==> config.mk <==
export PLATFORM = sky130hd
export DESIGN_NAME = load_store_unit
export DESIGN_NICKNAME = d
export VERILOG_FILES = /design/src/rtl/lsu_pkg.sv /design/src/rtl/lsu_align.sv /design/src/rtl/load_store_unit.sv
export SDC_FILE = /design/constraint.sdc
export NUM_CORES = 1
export LEC_CHECK = 0
export ABC_AREA = 1
export CELL_PAD_IN_SITES_DETAIL_PLACEMENT = 0
export CELL_PAD_IN_SITES_GLOBAL_PLACEMENT = 1
export CORE_MARGIN = 5
export CORE_UTILIZATION = 31
export CTS_BUF_LIST = sky130_fd_sc_hd__clkbuf_8
export DETAILED_ROUTE_END_ITERATION = 16
export GPL_TIMING_DRIVEN = 1
export PLACE_DENSITY_LB_ADDON = 0.08
export SLEW_MARGIN = 40
export SYNTH_ARGS = -nofsm -noshare
export SYNTH_HDL_FRONTEND = slang
export SYNTH_SLANG_ARGS = --single-unit
==> constraint.sdc <==
create_clock -name clk -period 2.6 [get_ports clk]
set_input_delay 0.52 -clock clk [delete_from_list [all_inputs] [get_ports clk]]
set_output_delay 0.52 -clock clk [all_outputs]
set_load 0.02 [all_outputs]
==> src/rtl/lsu_pkg.sv <==
// Shared types and RV32I load/store funct3 encodings for the load/store unit.
package lsu_pkg;
    typedef enum logic [2:0] {IDLE, CHECK, READ, WRITE, RESP} lsu_state_e;

    localparam logic [2:0] F3_B  = 3'b000;
    localparam logic [2:0] F3_H  = 3'b001;
    localparam logic [2:0] F3_W  = 3'b010;
    localparam logic [2:0] F3_BU = 3'b100;
    localparam logic [2:0] F3_HU = 3'b101;
endpackage

==> src/rtl/lsu_align.sv <==
// Byte/half lane handling: formats sub-word loads and merges sub-word store
// data into a word read back from RAM.
module lsu_align
    import lsu_pkg::*;
(
    input  logic [2:0]  funct3,
    input  logic [1:0]  lane,
    input  logic [31:0] rdata,
    input  logic [31:0] wdata,
    output logic [31:0] load_data,
    output logic [31:0] merged_wdata
);
    logic [7:0]  byte_sel;
    logic [15:0] half_sel;

    always_comb begin
        byte_sel = rdata[{lane, 3'b000} +: 8];
        half_sel = lane[1] ? rdata[31:16] : rdata[15:0];

        load_data = '0;
        case (funct3)
            F3_B:    load_data = {{24{byte_sel[7]}}, byte_sel};
            F3_H:    load_data = {{16{half_sel[15]}}, half_sel};
            F3_W:    load_data = rdata;
            F3_BU:   load_data = {24'd0, byte_sel};
            F3_HU:   load_data = {16'd0, half_sel};
            default: load_data = '0;
        endcase

        // Untouched lanes keep the word read back from RAM.
        merged_wdata = rdata;
        case (funct3)
            F3_B: merged_wdata[{lane, 3'b000} +: 8] = wdata[7:0];
            F3_H: begin
                if (lane[1]) merged_wdata[31:16] = wdata[15:0];
                else         merged_wdata[15:0]  = wdata[15:0];
            end
            F3_W:    merged_wdata = wdata;
            default: merged_wdata = rdata;
        endcase
    end
endmodule

==> src/rtl/load_store_unit.sv <==
// RV32I load/store initiator for a word-addressed single-cycle RAM; sub-word
// stores are done as read-modify-write.
module load_store_unit
    import lsu_pkg::*;
#(
    parameter int MEM_DEPTH_LOG2 = 12
) (
    input  logic        clk,
    input  logic        rst,
    input  logic        req_valid,
    output logic        req_ready,
    input  logic        req_we,
    input  logic [2:0]  req_funct3,
    input  logic [31:0] req_addr,
    input  logic [31:0] req_wdata,
    output logic        resp_valid,
    input  logic        resp_ready,
    output logic [31:0] resp_rdata,
    output logic        resp_err,
    output logic        mem_write_enable,
    output logic [31:0] mem_address,
    output logic [31:0] mem_wdata,
    input  logic [31:0] mem_rdata
);
    lsu_state_e  state, state_nx;
    logic        a_we;
    logic [2:0]  a_f3;
    logic [31:0] a_addr, a_wdata, rd_q;
    logic        accept, misalign, out_of_range, bad_f3, err;
    logic [31:0] align_rdata, load_data, merged_wdata;

    assign accept    = req_valid && req_ready;
    assign req_ready = (state == IDLE);
    assign resp_valid = (state == RESP);

    always_comb begin
        misalign     = ((a_f3 == F3_H || a_f3 == F3_HU) && a_addr[0]) ||
                       (a_f3 == F3_W && a_addr[1:0] != 2'b00);
        out_of_range = (a_addr >> (MEM_DEPTH_LOG2 + 2)) != '0;
        bad_f3       = a_we ? !(a_f3 inside {F3_B, F3_H, F3_W})
                            : !(a_f3 inside {F3_B, F3_H, F3_W, F3_BU, F3_HU});
        err          = misalign || out_of_range || bad_f3;
    end

    always_comb begin
        state_nx = state;
        case (state)
            IDLE:  if (accept) state_nx = CHECK;
            CHECK: begin
                if (err)                                  state_nx = RESP;
                else if (a_we && a_f3 == F3_W)            state_nx = WRITE;
                else                                      state_nx = READ;
            end
            READ:  state_nx = a_we ? WRITE : RESP;
            WRITE: state_nx = RESP;
            RESP:  if (resp_ready) state_nx = IDLE;
            default: state_nx = IDLE;
        endcase
    end

    always_ff @(posedge clk) begin
        if (rst) begin
            state      <= IDLE;
            a_we       <= 1'b0;
            a_f3       <= '0;
            a_addr     <= '0;
            a_wdata    <= '0;
            rd_q       <= '0;
            resp_rdata <= '0;
            resp_err   <= 1'b0;
        end else begin
            state <= state_nx;
            if (accept) begin
                a_we       <= req_we;
                a_f3       <= req_funct3;
                a_addr     <= req_addr;
                a_wdata    <= req_wdata;
                resp_rdata <= '0;
                resp_err   <= 1'b0;
            end
            if (state == CHECK && err) resp_err <= 1'b1;
            if (state == READ) begin
                rd_q <= mem_rdata;
                if (!a_we) resp_rdata <= load_data;
            end
        end
    end

    // READ formats straight off the RAM; WRITE merges into the captured word.
    assign align_rdata = (state == WRITE) ? rd_q : mem_rdata;

    lsu_align u_align (
        .funct3       (a_f3),
        .lane         (a_addr[1:0]),
        .rdata        (align_rdata),
        .wdata        (a_wdata),
        .load_data    (load_data),
        .merged_wdata (merged_wdata)
    );

    assign mem_address      = (state == IDLE) ? '0
                            : {{(32 - MEM_DEPTH_LOG2){1'b0}}, a_addr[MEM_DEPTH_LOG2+1:2]};
    assign mem_write_enable = (state == WRITE) && !rst;
    assign mem_wdata        = mem_write_enable ? merged_wdata : '0;
endmodule
==> results.py <==
metrics = {
    "layout": {
        "n_antenna_cell": 0,
        "area_added_between_synthesis_and_finish_pct": 55.7,
        "multi_input_comb_area_um2": 4650,
        "design.final.nets": 1580,
        "final_cells": 1808,
        "register_area_um2": 2730,
        "finish.utilization_pct": 48.8,
        "filler_cell_count": 2577,
        "layout-drive-gt1-share_pct": 24.7,
    },
    "cts": {
        "tritoncts.num_buffers": 17,
        "path_clk_slew_ns": 0.10,
        "ctsLongestPathBuffers": 2,
        "clock_latency_at_the_later_pin_of_the_worst_skew_pair_ns": 0.47,
        "tritoncts": "yes",
        "clock_sink_count": 136,
        "cts_max_level": 4,
        "clk_root_buffer_cell": "clkbuf_8",
    },
    "floorplanning": {
        "initial_core_util_pct": 31.4,
        "rows": 57,
        "die_span_x_um": 167,
        "die_area_um2": 27800,
        "io_pins": 204,
        "core_area_um2": 24200,
        "dieHeight_um": 167,
    },
    "logic_synthesis": {
        "synth_enable_flop_cells": 0,
        "postSynthAreaPerCell_um2": 6.35,
        "netlist_top_cells_count": "nand2_1 (294), a21oi_1 (136), dfxtp_1 (136)",
        "yosys.area.top_type_share_pct": 35.8,
        "syn-instance-count": 1197,
        "synth_flop_cell": "dfxtp_1",
        "yosys.cell_types.count": 34,
        "synth-async-reset-ratio_pct": 0,
        "postSynthRegisterBits": 136,
        "yosys-top-cells-area": "dfxtp_1 (36%), nand2_1 (15%), a21oi_1 (8.9%), o21ai_0 (8.5%), nand3_1 (7.8%)",
        "synth.yosys.seq_area_share_pct": 35.8,
        "synthesis.yosys.warnings": 0,
        "synthesized_area_um2": 7610,
        "synthDominantAreaCellType": "dfxtp_1",
        "most_common_cell_in_the_netlist": "nand2_1",
    },
    "drt": {
        "avgRoutedWirePerCell_um": 17.0,
        "route.met3.wl_um": 1740,
        "wl_met1_um": 13600,
        "detail_route.vias_per_cell": 4.84,
        "highest-signal-layer": "met4",
        "dr.pass1.iters": 7,
        "first_iter_violations": 494,
        "detailroute.wirelength.met2_um": 14700,
        "route.final.wire_length_um": 30700,
        "drc": 0,
        "detailroute.via_count": 8751,
        "final_antenna_net_count": 0,
    },
    "setup_path": {
        "cp-end-kind": "output port",
        "timing.critical_path.fanout_max": 3,
        "worst_r2r_path_depth": 14,
        "critical_path_class": "reg2out",
        "arrival_ns": 2.16,
        "crit-reg2reg-launch": "state[0]",
        "startpoint_type_of_the_worst_setup_path": "flip-flop",
        "required_ns": 2.08,
        "worst_r2r_endpoint": "resp_rdata[24]",
        "worst-r2r-setup-slack_ns": 0.48,
    },
    "place": {
        "placedCellCount": 1758,
        "port-buffer-count": 183,
        "dp_hpwl_um": 22900,
        "dpl_worst_slack_ns": -0.449,
        "globalplace.congestion": 0.893,
    },
    "sta": {
        "timing_worst_slew_pin_value_ns": 0.583,
        "finalWorstPathRequiredPeriod_ns": 2.68,
        "hold_viol": 0,
        "fin_hold_ws_ns": 0.453,
        "final.setup.worst_slack_ns": -0.0806,
        "slew_headroom_pct": 61.1,
        "worst_clock_skew_ns": 0.0150,
        "fin_crit_sh_pct": 103,
        "max_freq_ghz": 0.373,
        "drv_slew": 0,
        "unrepaired_setup_endpoints_after_global_routing": "yes",
        "finalSetupViolCount": 16,
    },
    "global_route": {
        "grt_pass1_vias": 8586,
        "grt_pass1_wl_um": 47600,
        "grt_remaining_overflow": 0,
        "grt_start_max_net_pins": 55,
        "grt_antenna_before_repair": 0,
        "grtUsageTotal_pct": 21.5,
    },
    "min_path": {
        "worstHoldPathType": "reg2reg",
        "timing.hold.worst_endpoint": "a_addr[4]",
        "min_path_cells": 2,
        "hold_path_startpoint": "a_addr[4]",
    },
    "pwr": {
        "power.ir.vdd_worst_mv": 0.290,
        "power.total_mw": 6.65,
        "total_leakage_power_nw": 5.00,
        "powerDensity_nw_per_um2": 562,
    },
    "flow_run": {
        "number_of_max_cap_violations": 0,
    },
    "status": {
        "failed_checks": "setup timing",
        "status": "finished, violations left",
    },
}
[worst max-delay path, stage by stage (launching register included)]
cell     delay [ns]
dfxtp_2        0.37
inv_4          0.05
ha_4           0.30
buf_6          0.11
nand4_1        0.16
buf_4          0.21
o22ai_2        0.11
a21oi_1        0.06
nor2_1         0.15
buf_4          0.18
[metal layers]
| layer | GRT usage, % | up-vias |
|---|---|---|
| met5 | 0 | - |
| met4 | 5.73 | 0 |
| met3 | 5.02 | 30 |
| met2 | 36.3 | 223 |
| met1 | 27.6 | 4045 |
| li1 | - | 4453 |
[kinds of logic after synthesis]
logic type / synth area share [%]
buffers and inverters: 12.4
flip-flops: 35.8
AND/OR/NAND/NOR: 28.8
AO/OA/AOI/OAI: 22.1
other: 0.0493
adder cells (fa/ha/maj): 0.823
[where the power goes]
group | internal [mW] | switching (mW)
logic | 0.973 | 1.50
registers | 2.25 | 0.0829
clock network | 0.801 | 1.04
total | 4.03 | 2.62
[through the flow]
| step | setup TNS (ns) | cell area (µm²) |
|---|---|---|
| 3_3_place_gp | -6.22 | 10600 |
| 3_5_place_dp | -5.99 | 10600 |
| 2_1_floorplan | -0.00332 | 7840 |
| 6_report | -0.483 | 11800 |
| 5_1_grt | -3.82 | 11800 |
| 4_1_cts | -1.08 | 11400 |
[how the worst max path moves through the flow]
stage,slack (ns),cells after the start,endpoint,start
finish,-0.08,9,mem_wdata[10],a_addr[0]
global route,-0.20,9,mem_wdata[10],a_addr[0]
CTS,-0.12,7,mem_wdata[15],a_addr[0]
detailed placement,-0.45,6,mem_wdata[21],mem_rdata[21]
global placement,-0.43,6,mem_wdata[21],mem_rdata[21]
floorplan,-0.003,11,mem_wdata[0],a_addr[1]
[state kept, by name (all words and copies together), names as in the netlist]
| name | flops |
|---|---|
| rd_q | 32 |
| a_addr | 32 |
| a_f3 | 3 |
| resp_rdata | 32 |
| a_wdata | 32 |
| resp_err | 1 |
| a_we | 1 |
| state | 3 |
[cell usage in the layout (no fill, tap or decap), types with 8 or more instances in the layout]
cell type | synthesis | final
o31ai_2 | 0 | 8
a21oi_1 | 136 | 125
buf_4 | 24 | 153
conb_1 | 1 | 20
a31oi_1 | 12 | 9
dfxtp_1 | 136 | 129
a21oi_4 | 0 | 8
o21ai_1 | 2 | 15
nor2_1 | 83 | 76
inv_1 | 104 | 96
clkdlybuf4s50_1 | 0 | 135
o21ai_2 | 1 | 12
dlymetal6s2s_1 | 0 | 13
nand2_1 | 294 | 261
inv_2 | 12 | 15
o211ai_1 | 11 | 11
nand2_4 | 0 | 10
buf_6 | 0 | 22
o21ai_0 | 129 | 100
clkbuf_8 | 0 | 17
nand2_2 | 2 | 25
nand3_1 | 118 | 111
[timing repair]
action / 4_1_cts / 5_1_grt
pin swaps: 28 / 34
endpoints found under the setup margin: 33 / 45
hold buffers: 0 / 0
gates resized for setup: 285 / 97
setup buffers: 5 / 9
gates cloned: 3 / 2
[cell type report]
type,instances,share of cell area (%)
well taps,324,3.42
repair buffers,340,27.1
multi-input cells,860,39.3
flip-flops and latches,136,23.1
clock buffers,17,1.98
inverters,116,3.80
clock inverters,15,1.34
No activity file was read; power rests on OpenSTA's default activity.
